[config.mk]
export PLATFORM = sky130hd
export DESIGN_NAME = bcd_mod_counter
export DESIGN_NICKNAME = d
export VERILOG_FILES = /design/src/rtl/bcd_mod_counter.sv
export SDC_FILE = /design/constraint.sdc
export NUM_CORES = 1
export LEC_CHECK = 0
export ABC_AREA = 1
export CELL_PAD_IN_SITES_DETAIL_PLACEMENT = 0
export CELL_PAD_IN_SITES_GLOBAL_PLACEMENT = 1
export CORE_ASPECT_RATIO = 0.9
export CORE_UTILIZATION = 33
export CTS_CLUSTER_DIAMETER = 50
export DETAILED_ROUTE_END_ITERATION = 16
export PLACE_DENSITY_LB_ADDON = 0.1
export SLEW_MARGIN = 20
export SYNTH_ARGS = -nofsm -noshare
export SYNTH_HDL_FRONTEND = slang
export SYNTH_SLANG_ARGS = --single-unit
[constraint.sdc]
create_clock -name clk -period 1.4 [get_ports clk]
set_clock_uncertainty 0.05 [all_clocks]
set_input_delay 0.14 -clock clk [delete_from_list [all_inputs] [get_ports clk]]
set_output_delay 0.14 -clock clk [all_outputs]
set_load 0.01 [all_outputs]
[src/rtl/bcd_mod_counter.sv]
// Two-digit BCD modulo counter with up/down stepping, checked parallel load,
// registered wrap/error pulses and combinational range-end flags.
module bcd_mod_counter #(
  parameter int MAX_VAL   = 23,
  parameter int MIN_VAL   = 0,
  parameter int RESET_VAL = MIN_VAL
) (
  input  logic       clk,
  input  logic       reset,
  input  logic       inc,
  input  logic       dec,
  input  logic       set,
  input  logic [3:0] new_tens,
  input  logic [3:0] new_units,
  output logic [3:0] tens_q,
  output logic [3:0] units_q,
  output logic       carry,
  output logic       borrow,
  output logic       at_max,
  output logic       at_min,
  output logic       set_err
);

  localparam logic [3:0] MAX_T = 4'(MAX_VAL / 10);
  localparam logic [3:0] MAX_U = 4'(MAX_VAL % 10);
  localparam logic [3:0] MIN_T = 4'(MIN_VAL / 10);
  localparam logic [3:0] MIN_U = 4'(MIN_VAL % 10);
  localparam logic [3:0] RST_T = 4'(RESET_VAL / 10);
  localparam logic [3:0] RST_U = 4'(RESET_VAL % 10);
  localparam logic [6:0] MAX_B = 7'(MAX_VAL);
  localparam logic [6:0] MIN_B = 7'(MIN_VAL);

  logic       digits_ok;
  logic [6:0] set_bin;
  logic       set_ok;

  assign at_max = (tens_q == MAX_T) && (units_q == MAX_U);
  assign at_min = (tens_q == MIN_T) && (units_q == MIN_U);

  // Binary value of the load digits is only meaningful once both are BCD-legal.
  assign digits_ok = (new_tens <= 4'd9) && (new_units <= 4'd9);
  assign set_bin   = {3'b000, new_tens} * 7'd10 + {3'b000, new_units};
  assign set_ok    = digits_ok && (set_bin >= MIN_B) && (set_bin <= MAX_B);

  // NOTE: non-blocking assignments keep every register reading the pre-edge
  // count, so the wrap decisions and the pulses all see the same state.
  always_ff @(posedge clk or posedge reset) begin
    if (reset) begin
      tens_q  <= RST_T;
      units_q <= RST_U;
      carry   <= 1'b0;
      borrow  <= 1'b0;
      set_err <= 1'b0;
    end else begin
      carry   <= 1'b0;
      borrow  <= 1'b0;
      set_err <= 1'b0;
      if (set) begin
        if (set_ok) begin
          tens_q  <= new_tens;
          units_q <= new_units;
        end else begin
          set_err <= 1'b1;
        end
      end else if (inc && !dec) begin
        if (at_max) begin
          tens_q  <= MIN_T;
          units_q <= MIN_U;
          carry   <= 1'b1;
        end else if (units_q == 4'd9) begin
          tens_q  <= tens_q + 4'd1;
          units_q <= 4'd0;
        end else begin
          units_q <= units_q + 4'd1;
        end
      end else if (dec && !inc) begin
        if (at_min) begin
          tens_q  <= MAX_T;
          units_q <= MAX_U;
          borrow  <= 1'b1;
        end else if (units_q == 4'd0) begin
          tens_q  <= tens_q - 4'd1;
          units_q <= 4'd9;
        end else begin
          units_q <= units_q - 4'd1;
        end
      end
    end
  end

endmodule

==> metrics.yaml <==
status: "finished with violations"
violations: "negative setup slack"
nFillCells: 362
dr_total_vias: 1371
tritoncts: "built"
finalCritPeriodShare_pct: 135
power_density_nw_per_um2: 1180
synth_cell_types: 29
area_growth_pct: 62.3
grt_pass1_wl_um: 5620
dp_hpwl_um: 2860
num_rows: 21
layout_commonest_cell: "buf_4"
final_util_pct: 55.9
dp_cells: 285
port_buffers: 25
die-height_um: 61.2
wl_um: 3520
clock-sinks: 11
die_x_um: 67.8
insertion_delay_ps: 240
start_util_pct: 34.5
drv_cap: 0
power_mw: 2.47
clockRootBuffer: "clkbuf_8"
ctsHtreeMaxLevel: 1
yosysSeqAreaShare_pct: 21.4
rsz0062_at_grt: "true"
drive_gt1_share_pct: 43.4
synth_area_leaders: "dfrtp_1 (21%), nand2_1 (14%), ha_1 (13%), inv_1 (5.5%), nand3_1 (5.4%)"
report.final.slew_viol_count: 0
hold_violations: 0
drc: 0
core_um2: 3730
p_leak_nw: 1.04
ios: 26
track_usage_pct: 18.3
worstSetupStartpointType: "input pin"
path_class: "input pin to flip-flop"
hold_buffers: 0
synthCells: 179
worstPathArrival_ps: 1950
synth.avg_cell_area_um2: 7.19
grt_pass1_vias: 1227
vdd_drop_max_uv: 484
synth_top_area_share_pct: 21.4
tightest_slew_ps: 427
fmax_mhz: 530
path_clk_slew_ps: 50
synth_flop_cell: "dfrtp_1"
period_minus_slack_ps: 1890
final_cells: 295
overflow: 0
viasPerCell: 4.65
place_ws_ps: -1190
fin_nets: 278
grt_max_degree: 12
relSlewSlack_pct: 71.5
die_area_um2: 4150
wl_per_cell_um: 11.9
finalSetupViolations: 11
routabilityCongestion: 0.838
cp_max_fo: 8
diodes: 0
worstPathRequired_ps: 1460
synth_seq_cells: 11
ys_async_sr_fraction_pct: 100
cts-buffers-inserted: 3
setup_slack_ps: -485
clockBufferDepth: 2
antenna_left: 0
synth.largest_area_cell: "dfrtp_1"
dr.pass1.iters: 6
synth_nets: 207
min_path_type: "input pin to asynchronous set/reset pin"
dpl-instance-area_um2: 1890
antenna_found_initial: 0
synth_warnings: 0
synth_edf_count: 0
layout_common_cells: "buf_4 (42), nand2_1 (40), nand3_1 (14)"
drtIter0Drc: 33
design_area_um2: 2090
netlist_area_um2: 1290
endpoint_kind: "flip-flop"
==> routing by layer <==
| metal | vias to the layer above | part of all wire (%) | track usage (%) |
|---|---|---|---|
| met5 | - | 0 | 0 |
| met2 | 21 | 49 | 31.1 |
| li1 | 716 | - | - |
| met3 | 2 | 2.0 | 3.89 |
| met1 | 632 | 48 | 24.6 |
| met4 | 0 | 0.60 | 1.79 |
==> area by class of cell <==
| cell class | instances | area, um^2 | area share (%) |
|---|---|---|---|
| Timing Repair Buffer | 70 | 584 | 28.0 |
| Inverter | 26 | 97.6 | 4.68 |
| Sequential cell | 11 | 277 | 13.2 |
| Multi-Input combinational cell | 138 | 1030 | 49.2 |
| Clock buffer | 4 | 45.0 | 2.16 |
| Tap cell | 46 | 57.6 | 2.76 |
==> state kept, by name (all words and copies together) (netlist names) <==
signal	count
borrow	1
tens_q	4
set_err	1
carry	1
units_q	4
==> Yosys cell counts, types with 2 or more instances <==
library cell,number
ha_1,13
nor3_1,4
nand3_1,14
o21ai_1,2
inv_1,19
nand4_1,4
o21ai_2,4
nor2_1,9
nand2_1,47
a21oi_1,3
nor2_4,2
xor2_1,6
o21ai_0,9
nand3_2,6
buf_4,3
inv_2,6
fa_1,2
nand2_2,4
nand2_4,2
dfrtp_1,11
==> timing repair <==
action,CTS,global route
buffers inserted,6,0
resized for setup,57,15
pin swaps,17,14
setup endpoints to repair,20,12
==> worst max-delay path, stage by stage <==
cell and delay (ps):
buf_6 100, ha_4 260, ha_4 110, inv_2 30, fa_1 490, nor2_2 110
nand3_2 80, a21oi_2 130, nand3_2 100, nand2_4 150, nand2_8 100, nand2_2 80
o21ai_2 60
==> path summary, 6_finish.rpt <==
kind | start | slack [ps] | cells past startpoint | to
setup / recovery | new_tens[3] | -490 | 13 | units_q[2]$_DFFE_PP0P_
hold / removal | reset | 150 | 2 | tens_q[0]$_DFFE_PP0P_
setup reg to reg | units_q[0]$_DFFE_PP0P_ | -330 | 9 | units_q[1]$_DFFE_PP0P_
hold reg to reg | tens_q[0]$_DFFE_PP0P_ | 580 | 3 | tens_q[0]$_DFFE_PP0P_
max in group asynchronous | reset | 830 | 2 | tens_q[1]$_DFFE_PP0P_
min in group clk | new_tens[3] | 380 | 6 | tens_q[3]$_DFFE_PP0P_
==> metrics by stage <==
| stage | setup TNS [ps] | hold WS, ps |
|---|---|---|
| after floorplan | -4690 | -57.6 |
| after global placement | -10630 | 404 |
| after detailed placement | -11110 | 410 |
| after CTS | -4470 | 164 |
| after global routing | -5240 | 198 |
| final | -4210 | 149 |
==> power by group <==
part,internal [mW],total [mW],switching (mW)
clock network,0.200,0.318,0.118
logic,0.829,1.67,0.840
registers,0.399,0.485,0.0867
==> kinds of logic (layout without fill, tap and decap cells) <==
group / after synthesis / in the layout / synth area share, %
multiplexers: 1 / 1 / 0.778
AND/OR/NAND/NOR: 94 / 94 / 36.4
buffers and inverters: 30 / 100 / 10.4
adder cells (fa/ha/maj): 15 / 15 / 15.8
AO/OA/AOI/OAI: 21 / 21 / 9.92
XOR/XNOR: 7 / 7 / 5.35
flip-flops: 11 / 11 / 21.4
No activity file was read; power rests on OpenSTA's default activity.
==> RTL edit 1: new RTL, config.mk and constraints unchanged <==
Make the reset (`reset`) synchronous in one clocked block.
--- a/src/rtl/bcd_mod_counter.sv
+++ b/src/rtl/bcd_mod_counter.sv
@@ -44,7 +44,7 @@
 
   // NOTE: non-blocking assignments keep every register reading the pre-edge
   // count, so the wrap decisions and the pulses all see the same state.
-  always_ff @(posedge clk or posedge reset) begin
+  always_ff @(posedge clk) begin
     if (reset) begin
       tens_q  <= RST_T;
       units_q <= RST_U;
Behaviour: differs if reset is asserted again (counterexample within 4 cycles, from zero or initial values and one cycle with reset high); with reset held inactive, the same outputs for 10 cycles.
==> RTL edit 1 against the unedited design <==
  * The flow still finishes with violations (setup timing)
  * Critical path type unchanged
  * Routed wire length is 2.4% higher
  * Count of clock-buffer cells in the layout stayed put
  * Sequential share of layout area is 2.0 points lower
  * Worst hold slack better by 180 ps
  * Combinational power is 47% lower
  * Total power is 36% lower
  * Setup slack worse by 53 ps
  * Sequential cell count stayed put
  * Area after synthesis is 1.7% lower
  * Design area is 2.3% lower
==> RTL edit 1: results (changes against the unedited design) <==
** Outcome
- Outcome :: finished, violations left (unchanged)
- Violated checks :: setup timing (unchanged)

** Critical path
- Slowest stage cell, crit path :: sky130_fd_sc_hd__fa_2 (was sky130_fd_sc_hd__fa_1)
- Worst Path Max Fanout :: 6 (was 8)
- Data arrival time of the critical path :: 2020 ps (was 1950 ps)

** Synthesis
- Post-synth top cells: sky130_fd_sc_hd__nand2_1 (49), sky130_fd_sc_hd__inv_1 (28), sky130_fd_sc_hd__nor2_1 (21), sky130_fd_sc_hd__nand3_1 (14), sky130_fd_sc_hd__ha_1 (13) (was sky130_fd_sc_hd__nand2_1 (47), sky130_fd_sc_hd__inv_1 (19), sky130_fd_sc_hd__nand3_1 (14), sky130_fd_sc_hd__ha_1 (13), sky130_fd_sc_hd__dfrtp_1 (11)).
- Mapped Nets :: 221 (was 207)
- Ranking of synthesized cells by area :: sky130_fd_sc_hd__dfxtp_1 (17%), sky130_fd_sc_hd__nand2_1 (15%), sky130_fd_sc_hd__ha_1 (13%) (was sky130_fd_sc_hd__dfrtp_1 (21%), sky130_fd_sc_hd__nand2_1 (14%), sky130_fd_sc_hd__ha_1 (13%))
- The synthesized netlist cell count came to 193 (was 179).
- The portion of the post-synthesis area used by sequential elements came to 0.1741 (was 0.2140).
- The post-synthesis async set-or-reset flop share was 0 (was 1.000).
- The count of distinct cell types in the synthesized netlist came to 32 (was 29).

** Global routing
- Via count of the first global-routing pass :: 1377 (was 1227)
- Global-route total usage across every layer :: 0.2016 (was 0.1826)
- Pin count of the biggest net entering global routing :: 10 (was 12)
- The wire length of the first global-routing pass is 6065 um (was 5616 um).

** Detailed routing
- The overall via count from detail_route came to 1424 (was 1371).
- The number of detailed-route iterations in the first pass was 4 (was 6).
- Wire per inst :: 11.58 um (was 11.92 um)
- The total detailed-routing wirelength came to 3602 um (was 3516 um).
- DRC marker count from the first detailed-route iteration :: 68 (was 33)

** Timing
- The normalized max-slew margin came to 0.8094 (was 0.7151).
- Setup ws final :: -538.0 ps (was -485.1 ps)
- Final setup violation count :: 11 (unchanged)
- Setup_tns :: -4836 ps (was -4209 ps)

** Placed design
- The last weighted congestion value of the routability-driven placer is 0.8580 (was 0.8376).
- The detailed-placement wirelength estimate is 3064 um (was 2864 um).
- The total cell area at the placement stage was 1921 sq um (was 1892 sq um).
- Placed instance count :: 305 (was 285)

** Finish
- Number of fill cells in the layout :: 343 (was 362)
- Share of post-route cells with drive strength above 1 :: 0.3633 (was 0.4337)
- Net count, final :: 296 (was 278)

** Power
- Leakage power figure :: 1.057 nW (was 1.043 nW)
- The worst IR drop on VDD was 377.1 uV (was 483.5 uV).
- The internal portion of total power is 0.9757 mW (was 1.427 mW).

** Worst hold path
- Hold crit path type :: input pin to register (was input pin to async pin)
RTL edit 1: cell count changes after synthesis, sizes merged, moves of 2 or more:
cell    delta
nor2      +17
dfrtp     -11
dfxtp     +11
inv        +5
o21ai      -4
nor3       -3
a21boi     +2
buf        -2
clkinv     +2
nand3      -2
RTL edit 1: path summary, 6_finish.rpt:
check,start,to,slack (ps),cells past startpoint
max,new_tens[1],units_q[1],-540,16
min,new_tens[3],tens_q[3],330,6
min reg2reg,tens_q[2],carry,560,3
max reg2reg,units_q[0],units_q[1],-260,12
RTL edit 1: what timing repair did:
item	4_1_cts	5_1_grt
endpoints found under the setup margin	19	12
pin swaps	17	4
setup buffers	1	2
gates resized for setup	48	13
RTL edit 1: cell families after synthesis:
family / count (synthesis) / share of synthesized area
AO/OA/AOI/OAI: 20 / 0.1009
AND/OR/NAND/NOR: 105 / 0.4036
XOR/XNOR: 8 / 0.05539
flip-flops: 11 / 0.1741
buffers and inverters: 34 / 0.1058
adder cells (fa/ha/maj): 15 / 0.1602
RTL edit 1: layout make-up:
class                           count  area (sq um)  share of cell area
Multi-Input combinational cell    148         996.0              0.4883
Inverter                           33         128.9             0.06319
Clock buffer                        4         45.04             0.02209
Tap cell                           44         55.05             0.02699
Timing Repair Buffer               71         585.6              0.2871
Sequential cell                    11         229.0              0.1123
RTL edit 1: power by group through the flow:
stage                     Clock (mW)  Sequential, mW  Combinational [mW]
after floorplan                    0           0.402               0.438
after global placement             0           0.373               0.856
after detailed placement           0           0.374               0.873
after CTS                      0.333           0.373               0.875
after global routing           0.347           0.383               0.986
final                          0.322           0.379               0.881
RTL edit 1: metrics by stage:
stage	utilization	hold slack, ps	worst slack, ps
after floorplan	-	156.7	-570.8
after global placement	0.5443	569.2	-1138
after detailed placement	0.5443	588.7	-1226
after CTS	0.5684	328.0	-542.8
after global routing	0.5780	385.0	-647.5
final	0.5780	325.4	-538.0
RTL edit 1: per-layer routing:
| layer | routed length, um | up-vias | global-route usage |
|---|---|---|---|
| met5 | 0 | - | 0 |
| met4 | 29 | 0 | 0.06383 |
| met3 | 122 | 4 | 0.02256 |
| met2 | 1669 | 29 | 0.3400 |
| met1 | 1781 | 635 | 0.2692 |
| li1 | - | 756 | - |
==> RTL edit 2: new RTL, same flow settings <==
Made on the original files. Change the parameter `MAX_VAL` from 23 to 22.
--- a/src/rtl/bcd_mod_counter.sv
+++ b/src/rtl/bcd_mod_counter.sv
@@ -1,7 +1,7 @@
 // Two-digit BCD modulo counter with up/down stepping, checked parallel load,
 // registered wrap/error pulses and combinational range-end flags.
 module bcd_mod_counter #(
-  parameter int MAX_VAL   = 23,
+  parameter int MAX_VAL   = 22,
   parameter int MIN_VAL   = 0,
   parameter int RESET_VAL = MIN_VAL
 ) (
Behaviour: not the same (Yosys sat finds a counterexample within 4 cycles, from zero or initial values and one cycle with reset high).
==> RTL edit 2 against the unedited design <==
  * The flow still finishes with violations (setup timing)
  * Register-to-register slack better by 90 ps
  * Non-clock buffer count up 2
  * Synthesized cell count up 5.6%
  * Clock power about the same
  * Setup slack worse by 120 ps
  * Final cell count up 4.4%
  * Sequential cell count unchanged
  * Total power up 8.9%
  * Design area up 1.4%
  * Routed wire length up 13%
  * Area after synthesis down 0.49%
  * Sequential share of layout area down 0.25 points
  * Largest power group unchanged
  * Highest routed layer unchanged
==> RTL edit 2: results (changes against the unedited design) <==
** Detailed routing
- The number of detailed-route iterations in the first pass was 4 (was 6).
- The wire length per cell after detailed routing is 12.86 um (was 11.92 um).
- Avg Vias per Cell :: 4.786 (was 4.647)
- The total length of routed met3 wires was 134 um (was 69 um).
- The detailed-route wire length on metal 1 came to 1827 um (was 1688 um).
- The routed length on met2 was 1972 um (was 1736 um).
- The number of DRC markers after the initial detailed-route iteration is 30 (was 33).

** Synthesis
- The average instance area after synthesis was 6.772 sq um (was 7.186 sq um).
- Post-synthesis adder-cell area fraction :: 0.1584 (was 0.1576)
- The portion of the post-synthesis area used by sequential elements came to 0.2151 (was 0.2140).
- XOR/XNOR Fraction of Synth Area :: 0.04106 (was 0.05350)
- Share of the synthesized area in compound gates (AO/OA/AOI/OAI) :: 0.05572 (was 0.09922)

** Placed design
- The last weighted congestion value of the routability-driven placer was 0.7885 (was 0.8376).
- The detailed-placement wirelength estimate came to 2957 um (was 2864 um).
- Worst setup slack after placement :: -1397 ps (was -1186 ps)

** Global routing
- Grt met1 use :: 0.2764 (was 0.2461)
- The met2 capacity usage during global routing was 0.3281 (was 0.3112).
- The pin count of the biggest net entering global routing came to 14 (was 12).
- The number of global-route vias before repair came to 1373 (was 1227).

** Critical path
- R2R depth :: 11 (was 9)
- The critical-path cell with the highest stage delay was sky130_fd_sc_hd__fa_2 (was sky130_fd_sc_hd__fa_1).
- Data arrival time of the critical path :: 2130 ps (was 1950 ps)
- Slack of the worst reg-to-reg path :: -240 ps (was -330 ps)
- The delay of the slowest cell on the worst path came to 580 ps (was 490 ps).

** CTS
- Number of buffers inserted by post-CTS setup repair :: 9 (was 6)

** Power
- Leakage power figure :: 1.104 nW (was 1.043 nW)
- Sequential power :: 0.491 mW (was 0.485 mW)
- Worst vdd rail ir drop :: 762.1 uV (was 483.5 uV)
- Clock network fraction of total power :: 0.119 (was 0.128)
- The relative contribution of sequential cells to total power was 0.182 (was 0.196).

** Timing
- Worst hold slack across all endpoints :: 150.6 ps (was 149.1 ps)
- Setup ws final :: -608.4 ps (was -485.1 ps)
- Final setup violation count :: 13 (was 11)
- Transition at the pin with the smallest max-transition slack :: 440.6 ps (was 426.9 ps)
- The aggregate negative setup slack was -5423 ps (was -4209 ps).

** Finish
- The area added between synthesis and finish was 65.40% (was 62.26%).
- Number of fill cells in the layout :: 348 (was 362)
- Share of post-route cells with drive strength above 1 :: 0.3893 (was 0.4337)

** Outcome
- Outcome :: finished, violations left (unchanged)
- Violated checks :: setup timing (unchanged)
-- RTL edit 2: logic make-up after synthesis --
kind of cell,after synthesis
compound gates,11
xor+xnor,6
fa+ha+maj,15
buf+inv,31
flops,11
simple gates,115
-- RTL edit 2: critical path: cells and delay by family --
kind          cells  cell delay, ps
buf+inv           4             300
simple gates      7             710
fa+ha+maj         3             960
-- RTL edit 2: worst max path at each step --
stage           startpoint    endpoint  slack, ps  cells past startpoint
6_report       new_tens[1]   tens_q[0]       -610                     14
5_1_grt        new_tens[1]   tens_q[0]       -680                     14
4_1_cts        new_tens[1]   tens_q[1]       -530                     14
3_5_place_dp   new_tens[3]   tens_q[2]      -1400                     14
3_3_place_gp   new_tens[3]   tens_q[2]      -1280                     14
2_1_floorplan  new_tens[3]  units_q[0]       -550                     13
-- RTL edit 2: layout make-up --
cell class,instances,share of cell area
timing repair buffer,72,0.2843
tap,46,0.02719
clock buffer,4,0.02128
sequential,11,0.1300
inverter,27,0.04787
multi-input combinational,148,0.4894
